<file path="config.mk">
export PLATFORM = sky130hd
export DESIGN_NAME = fetch_stage
export DESIGN_NICKNAME = d
export VERILOG_FILES = /design/src/rtl/pipeline_pkg.sv /design/src/rtl/if_id_reg.sv /design/src/rtl/fetch_stage.sv
export SDC_FILE = /design/constraint.sdc
export NUM_CORES = 1
export LEC_CHECK = 0
export BUFFER_PORTS_ARGS = -buffer_cell sky130_fd_sc_hd__buf_2
export CAP_MARGIN = 20
export CORE_UTILIZATION = 45
export CTS_BUF_LIST = sky130_fd_sc_hd__clkbuf_8
export DETAILED_ROUTE_END_ITERATION = 12
export GPL_TIMING_DRIVEN = 1
export PLACE_DENSITY_LB_ADDON = 0.15
export SETUP_SLACK_MARGIN = 0.5
export SYNTH_ARGS = -nofsm -noshare
export SYNTH_HDL_FRONTEND = slang
export SYNTH_SLANG_ARGS = --single-unit
</file>
<file path="constraint.sdc">
create_clock -name clk -period 2.2 [get_ports clk]
set_clock_uncertainty 0.15 [all_clocks]
set_input_delay 0.11 -clock clk [delete_from_list [all_inputs] [get_ports clk]]
set_output_delay 0.11 -clock clk [all_outputs]
set_load 0.02 [all_outputs]
</file>
<file path="src/rtl/pipeline_pkg.sv">
// pipeline_pkg: shared pipeline constants, fetch FSM states and opcode encodings
package pipeline_pkg;
    localparam logic [31:0] NOP_INSTR = 32'h0000_0013;
    localparam logic [6:0] R_TYPE = 7'b0110011;
    localparam logic [6:0] I_TYPE = 7'b0010011;
    localparam logic [6:0] LW     = 7'b0000011;
    localparam logic [6:0] SW     = 7'b0100011;
    localparam logic [6:0] BR     = 7'b1100011;
    typedef enum logic [1:0] {FETCH, WAIT, HOLD, DROP} fetch_state_e;
endpackage

</file>
<file path="src/rtl/if_id_reg.sv">
// if_id_reg: IF/ID pipeline register; flush beats stall, bubbles carry a NOP
module if_id_reg
    import pipeline_pkg::*;
#(
    parameter int PC_W  = 9,
    parameter int INS_W = 32
) (
    input  logic             clk,
    input  logic             reset_n,
    input  logic             stall,
    input  logic             flush,
    input  logic             load,
    input  logic [PC_W-1:0]  load_pc,
    input  logic [INS_W-1:0] load_instr,
    output logic             valid,
    output logic [PC_W-1:0]  pc,
    output logic [INS_W-1:0] instr
);
    logic take;
    assign take = load && !flush;
    always_ff @(posedge clk or negedge reset_n) begin
        if (!reset_n) begin
            valid <= 1'b0;
            pc    <= '0;
            instr <= INS_W'(NOP_INSTR);
        end else if (flush || !stall) begin
            valid <= take;
            pc    <= take ? load_pc : '0;
            instr <= take ? load_instr : INS_W'(NOP_INSTR);
        end
    end
endmodule

</file>
<file path="src/rtl/fetch_stage.sv">
// fetch_stage: instruction fetch with one outstanding request, stall skid and branch redirect
module fetch_stage
    import pipeline_pkg::*;
#(
    parameter int              PC_W     = 9,
    parameter int              INS_W    = 32,
    parameter logic [PC_W-1:0] RESET_PC = '0
) (
    input  logic             clk,
    input  logic             reset_n,
    input  logic             stall_i,
    input  logic             flush_i,
    input  logic [PC_W-1:0]  branch_target_i,
    output logic             imem_req_o,
    output logic [PC_W-1:0]  imem_addr_o,
    input  logic             imem_gnt_i,
    input  logic             imem_rvalid_i,
    input  logic [INS_W-1:0] imem_rdata_i,
    output logic             ifid_valid_o,
    output logic [PC_W-1:0]  ifid_pc_o,
    output logic [INS_W-1:0] ifid_instr_o,
    output logic [6:0]       ifid_opcode_o
);
    fetch_state_e state_q, state_d;
    logic [PC_W-1:0] pc_q, pc_d, req_pc_q, req_pc_d, skid_pc_q, skid_pc_d, target;
    logic [INS_W-1:0] skid_instr_q, skid_instr_d;
    logic load;
    assign target        = branch_target_i & ~PC_W'(3);
    // gated by reset_n so the request drops the instant reset asserts
    assign imem_req_o    = reset_n && state_q == FETCH;
    assign imem_addr_o   = pc_q;
    assign ifid_opcode_o = ifid_instr_o[6:0];
    always_ff @(posedge clk or negedge reset_n) begin
        if (!reset_n) begin
            state_q      <= FETCH;
            pc_q         <= RESET_PC;
            req_pc_q     <= '0;
            skid_pc_q    <= '0;
            skid_instr_q <= '0;
        end else begin
            state_q      <= state_d;
            pc_q         <= pc_d;
            req_pc_q     <= req_pc_d;
            skid_pc_q    <= skid_pc_d;
            skid_instr_q <= skid_instr_d;
        end
    end
    always_comb begin
        state_d      = state_q;
        pc_d         = flush_i ? target : pc_q;
        req_pc_d     = req_pc_q;
        skid_pc_d    = skid_pc_q;
        skid_instr_d = skid_instr_q;
        load         = 1'b0;
        unique case (state_q)
            FETCH: begin
                state_d = imem_gnt_i ? (flush_i ? DROP : WAIT) : FETCH;
                if (imem_gnt_i && !flush_i) begin
                    req_pc_d = pc_q;
                    pc_d     = pc_q + PC_W'(4);
                end
            end
            WAIT: begin
                if (flush_i) state_d = imem_rvalid_i ? FETCH : DROP;
                else if (imem_rvalid_i) begin
                    state_d      = stall_i ? HOLD : FETCH;
                    load         = !stall_i;
                    skid_pc_d    = req_pc_q;
                    skid_instr_d = imem_rdata_i;
                end
            end
            HOLD: begin
                state_d = (flush_i || !stall_i) ? FETCH : HOLD;
                load    = !flush_i && !stall_i;
            end
            DROP: state_d = imem_rvalid_i ? FETCH : DROP;
        endcase
    end
    if_id_reg #(.PC_W(PC_W), .INS_W(INS_W)) u_if_id (
        .clk        (clk),
        .reset_n    (reset_n),
        .stall      (stall_i),
        .flush      (flush_i),
        .load       (load),
        .load_pc    (state_q == HOLD ? skid_pc_q : req_pc_q),
        .load_instr (state_q == HOLD ? skid_instr_q : imem_rdata_i),
        .valid      (ifid_valid_o),
        .pc         (ifid_pc_o),
        .instr      (ifid_instr_o)
    );
endmodule

</file>
* Yosys cells after proc, flatten, opt, wreduce, memory -nomap -nowiden
Index checks and enable logic that the tools add are counted.
Cells by class: $add $sub $neg 1, multipliers 0, div/mod/pow operators 0, magnitude comparators 0, equality and inequality tests 4, shifts and indexed selects 0, mux-type cells 18, bitwise gates (word level) 1, reduce and logical (&&, ||, !) cells 10
Operators with widths (number):
- two-way mux 32 bit | 2
- two-way mux 9 bit | 5
- two-way mux 2 bit | 7
- adder 9 x 3 -> 9 bit, second input constant | 1
- case mux 2 bit (4 select lines) | 1
- == test 2 bit, second input constant | 2
- logical AND 1 bit | 4
- != test 3 bit, second input constant | 1
- AND reduction 3 bit | 1
- == test 2 x 1 -> 1 bit, second input constant | 1
- zero test 1 bit | 2
- zero test 2 bit | 1
- two-way mux 1 bit | 2
- case mux 1 bit (2 select lines) | 1
- AND reduction 2 bit | 1
- logical OR 1 bit | 1
- NOT 1 bit | 1
Word-level totals: register bits after elaboration 103, bits in latches 0, memory bits (writable) 0, memory bits (read-only) 0, output and inout bits 59, logic and storage cells 42, memories 0

* Depth between registers and ports, before layout
depth after elaboration 6, depth in mapped cells 8

* By module
Synthesis repeated with hierarchy kept, for this count alone.
Second synthesis, totals: cell total of the unflattened synthesis 332, area, all modules 4717.0 sq um
Modules (own cells, without submodules):
- fetch_stage | instances 1, cells an instance 230, area each 3059.2 sq um, seq. area each 1526.5 sq um
- if_id_reg | instances 1, cells an instance 102, area each 1657.8 sq um, seq. area each 1054.8 sq um

* Worst setup path before layout
No wires, ideal clock.
path type reg-to-reg, from reg state_q[0], to reg u_if_id.instr[4], arrival 1.689 ns, data required time 1.970 ns, slack 0.281 ns, cell stages (with the launch flop) 9, cells stage by stage dfrtp_1 -> inv_1 -> ha_1 -> buf_2 -> a21oi_1 -> or4b_1 -> buf_2 -> buf_6 -> o22a_1
On the way: longest elaborated chain between the ends 4, elaborated cells on any way between the ends 6
RTL lines:
- start: declaration | RTL line fetch_stage.sv:24 | fetch_state_e state_q, state_d;
- start signal: assignment | RTL line fetch_stage.sv:41 | state_q <= state_d;
- == test 2 bit / == test 2 x 1 -> 1 bit (equally long branches) | RTL line fetch_stage.sv:55, fetch_stage.sv:86
- case mux 1 bit (2 select lines) | RTL line fetch_stage.sv:55 | unique case (state_q)
- logical AND 1 bit | RTL line if_id_reg.sv:20 | assign take = load && !flush;
- two-way mux 32 bit (*) | RTL line if_id_reg.sv:29 | instr <= take ? load_instr : INS_W'(NOP_INSTR);
- end signal: assignment | RTL line if_id_reg.sv:25 | instr <= INS_W'(NOP_INSTR);
- end signal: assignment | RTL line if_id_reg.sv:29
- end: declaration | RTL line if_id_reg.sv:17 | output logic [INS_W-1:0] instr
Every way passes the cells marked *; elsewhere a longest branch is shown, timed or not. A chain may end at the register's enable or synchronous reset.

* Worst setup path in the final report
from reg state_q[0], to reg u_if_id.instr[0]
Same word-level chain as after synthesis.

==> results.md <==
| Group | Parameter | Reported |
|:---|:---|:---|
| floorplanning | Initial standard-cell utilization of the core | 0.460 |
| critical path | Critical Path End Type | register |
| clock tree | Number of CTS-inserted buffers | 9 |
| routing | TritonRoute pass-1 iters | 4 |
| floorplanning | Die footprint | 10400 um2 |
| critical path | Required time of the worst setup path | 2.34 ns |
| sta | Post-route minimum period | 1.89 ns |
| pwr | Design internal power | 0.00442 W |
| run | Reported max-cap violation count | 0 |
| floorplanning | Number of placement rows | 36 |
| critical path | FF-to-FF Start | state_q[0]$_DFFE_PN0P_ |
| min path | Startpoint of the lowest-slack hold path | flush_i |
| sta | Worst relative slew slack | 0.685 |
| sta | Hold Fails Final Rpt | 0 |
| routing | Routed vias | 3361 |
| sta | Final setup fails | 0 |
| min path | Classification of the worst-slack hold path | in -> reg |
| critical path | Data arrival, critical path | 2.02 ns |
| floorplanning | Horizontal extent of the die | 102 um |
| placed design | Post-placement setup slack | 0.219 ns |
| global routing | GRT Overall Usage | 0.213 |
| global routing | First-pass GRT wire length | 16.5 mm |
| cells and area | Total number of nets in the final design | 579 |
| synthesis | Post-Synthesis Net Count | 418 |
| pwr | P_leak | 3.14 nW |
| min path | Terminating pin of the worst hold path | imem_addr_o[3]$_DFF_PN0_ |
| pwr | Net switching fraction of the power | 0.307 |
| clock tree | Clock tree from TritonCTS | built |
| sta | Maximum clock rate | 530 MHz |
| floorplanning | Die Y-Extent | 102 um |
| clock tree | Clk sinks | 103 |
| routing | Antenna Nets Post-Route | 0 |
| synthesis | Number of distinct library cells after synthesis | 29 |
| synthesis | Dominant register cell in the synthesized netlist | sky130_fd_sc_hd__dfrtp_1 |
| sta | Setup tns final | 0 ns |
| routing | Via density per instance | 5.08 |
| routing | DRC violation count after routing | 0 |
| synthesis | Cells after synthesis | 365 |
| clock tree | Worst-path clk slew | 0.09 ns |
| critical path | Highest fanout seen on the critical path | 21 |
| global routing | Number of antenna violations at the first check in global routing | 0 |
| pwr | Combinational Power Share | 0.371 |
| pwr | Worst voltage drop across the vdd grid | 0.576 mV |
| critical path | R2r endpoint | u_if_id.instr[0]$_DFFE_PN1P_ |
| critical path | Sort of element at the start of the critical path | register |
| placed design | HPWL after DPL | 5.87 mm |
| clock tree | Skew-Pair Late Insertion Delay | 0.35 ns |
| pwr | Clk pwr share | 0.199 |
| clock tree | H-tree levels | 3 |
| placed design | Port Buffers | 103 |
| synthesis | Fraction of synthesis flops using an asynchronous set or reset pin | 1.00 |
| floorplanning | Core region area | 9730 um2 |
| sta | Count of pins over their slew limit | 0 |
| routing | Wire length reported by the detailed router | 11.3 mm |
| synthesis | Cell area after synthesis | 4480 um2 |
| routing | Number of DRC markers in iteration 0 | 134 |
| synthesis | Number of synthesized flops with an enable pin | 0 |
| sta | Actual slew at the worst max-slew pin | 0.472 ns |
| pwr | Flop pwr share | 0.430 |
| cells and area | Share of final-layout standard cells stronger than drive strength 1 | 0.414 |
| global routing | Pin count of the biggest net entering global routing | 43 |
| placed design | Final weighted congestion in routability-driven placement | 0.794 |
| cells and area | Area growth, synth to finish | 41.5% |
| synthesis | Syn avg cell area | 12.3 um2 |
| global routing | GRT Residual Overflow | 0 |
| run status | Outcome | finished clean |
| routing | Wire length per cell after detailed routing | 17.1 um |
| sta | RSZ-0062 raised after global routing | yes |
| pwr | Net switching power | 0.00196 W |
| clock tree | Clock buffer depth | 2 |
| synthesis | Sequential area share after synthesis | 0.576 |
| min path | Cell count of the worst hold path | 2 |
| cells and area | Number of inserted diodes | 0 |
| synthesis | Ys Warns | 0 |
| clock tree | Root buffer cell | sky130_fd_sc_hd__clkbuf_8 |
| sta | Setup ws final | 0.312 ns |
| critical path | Type of the worst setup path | reg -> reg |
| floorplanning | Number of placed I/O pins | 106 |
| synthesis | #FFs+latches synth | 103 |
| critical path | Flop-to-flop setup slack | 0.31 ns |
| global routing | Via count of the first global-routing pass | 3243 |
| pwr | Ratio of total power to cell area | 1010 nW/um2 |
| critical path | Number of cells traversed by the worst register-to-register path | 6 |
| sta | Final clock period utilization by the worst path | 0.858 |
| sta | Worst hold slack across all endpoints | 0.0292 ns |
[worst max-delay path by stage]
stage | slack [ns] | end | startpoint | cells after the start
finish | 0.31 | u_if_id.instr[0]$_DFFE_PN1P_ | state_q[0]$_DFFE_PN0P_ | 6
floorplan | 0.32 | u_if_id.instr[4]$_DFFE_PN1P_ | state_q[1]$_DFFE_PN0P_ | 7
detailed placement | 0.22 | u_if_id.instr[0]$_DFFE_PN1P_ | state_q[1]$_DFFE_PN0P_ | 6
global placement | 0.27 | u_if_id.instr[1]$_DFFE_PN1P_ | state_q[1]$_DFFE_PN0P_ | 6
global route | 0.27 | skid_instr_q[12]$_DFFE_PN0P_ | state_q[0]$_DFFE_PN0P_ | 7
CTS | 0.32 | u_if_id.instr[0]$_DFFE_PN1P_ | state_q[0]$_DFFE_PN0P_ | 6
[registers in the layout, indices dropped and copies added (netlist names)]
name,cells
state_q,2
skid_instr_q,32
u_if_id.instr,32
u_if_id.pc,9
req_pc_q,9
u_if_id.valid,1
skid_pc_q,9
imem_addr_o,9
[timing repair]
action,in CTS,in global routing
cloned,6,3
pin swaps,3,3
setup endpoints to repair,97,89
hold buffers,45,0
hold endpoints to repair,105,0
setup buffers,10,2
gates resized for setup,16,49
[cell usage after synthesis (3+ instances only)]
| master | n | area [um2] |
|---|---|---|
| sky130_fd_sc_hd__or4_1 | 4 | 30.0 |
| sky130_fd_sc_hd__buf_4 | 7 | 52.6 |
| sky130_fd_sc_hd__mux2i_1 | 39 | 390 |
| sky130_fd_sc_hd__mux2_2 | 53 | 597 |
| sky130_fd_sc_hd__o21ai_1 | 38 | 190 |
| sky130_fd_sc_hd__o22a_1 | 5 | 43.8 |
| sky130_fd_sc_hd__dfrtp_1 | 100 | 2500 |
| sky130_fd_sc_hd__o21ai_0 | 7 | 35.0 |
| sky130_fd_sc_hd__clkbuf_1 | 6 | 22.5 |
| sky130_fd_sc_hd__ha_1 | 6 | 75.1 |
| sky130_fd_sc_hd__nand2_1 | 49 | 184 |
| sky130_fd_sc_hd__buf_2 | 12 | 60.1 |
| sky130_fd_sc_hd__nand3_1 | 9 | 45.0 |
| sky130_fd_sc_hd__dfstp_2 | 3 | 78.8 |
| sky130_fd_sc_hd__nor2b_1 | 7 | 43.8 |
[placed cells by master (no fill, tap or decap), types with 3 or more instances in the layout]
cell type,Yosys,routed
sky130_fd_sc_hd__o21ai_0,7,7
sky130_fd_sc_hd__o22a_1,5,5
sky130_fd_sc_hd__or4_1,4,4
sky130_fd_sc_hd__dfrtp_1,100,98
sky130_fd_sc_hd__nor2b_1,7,6
sky130_fd_sc_hd__dfstp_2,3,3
sky130_fd_sc_hd__buf_4,7,14
sky130_fd_sc_hd__nand2_1,49,48
sky130_fd_sc_hd__nand3_1,9,9
sky130_fd_sc_hd__mux2_4,0,39
sky130_fd_sc_hd__ha_4,0,3
sky130_fd_sc_hd__clkbuf_8,0,9
sky130_fd_sc_hd__mux2i_1,39,39
sky130_fd_sc_hd__o21ai_1,38,38
sky130_fd_sc_hd__buf_16,0,5
sky130_fd_sc_hd__dlygate4sd3_1,0,44
sky130_fd_sc_hd__buf_6,1,5
sky130_fd_sc_hd__mux2_2,53,14
sky130_fd_sc_hd__buf_2,12,101
sky130_fd_sc_hd__buf_12,0,5
sky130_fd_sc_hd__ha_1,6,3
[final cells by class]
class                           count  area (um2)
Multi-Input combinational cell    233        1960
Clock inverter                      5        82.6
Inverter                            2        12.5
Tap cell                          133         166
Clock buffer                        9         124
Fill cell                         787        3390
Timing Repair Buffer              177        1410
Sequential cell                   103        2580
[per-stage QoR]
step                area (um2)   util  total power, W  std cells
floorplan                 4510      -         0.00397        365
global placement          5140  0.528         0.00436        582
detailed placement        5140  0.528         0.00446        582
CTS                       6080  0.625         0.00602        657
global route              6340  0.651         0.00673        662
finish                    6340  0.651         0.00639        662
[worst max-delay path, cell delays in order (launching register included)]
cell                      delay [ns]
sky130_fd_sc_hd__dfrtp_2        0.45
sky130_fd_sc_hd__inv_4          0.10
sky130_fd_sc_hd__ha_4           0.16
sky130_fd_sc_hd__a21oi_2        0.04
sky130_fd_sc_hd__or4b_4         0.55
sky130_fd_sc_hd__buf_12         0.20
sky130_fd_sc_hd__o22a_1         0.18
[power by group through the flow]
stage | clock [W] | combinational, W | sequential (W)
after global placement | 0 | 0.00165 | 0.00271
after detailed placement | 0 | 0.00171 | 0.00275
after CTS | 0.00130 | 0.00202 | 0.00270
final | 0.00127 | 0.00237 | 0.00275
after global routing | 0.00138 | 0.00255 | 0.00280
after floorplan | 0 | 0.00120 | 0.00277
[logic make-up after synthesis]
logic type	after synthesis	synth area share
AOI/OAI and AO/OA	53	0.0645
buffers and inverters	30	0.0360
DFF	103	0.576
muxes	92	0.220
adders and majority gates	6	0.0168
and+or+nand+nor	79	0.0821
xor gates and xnor gates	2	0.00391
[routing by layer]
metal  part of all wire  GRT usage  vias to the layer above
met5                  0          0                        -
met4              0.012     0.0647                        0
met3              0.035     0.0311                       12
met2               0.49      0.357                       78
met1               0.46      0.287                     1682
li1                   -          -                     1589
Note: power is estimated with default switching activity, not from simulation.
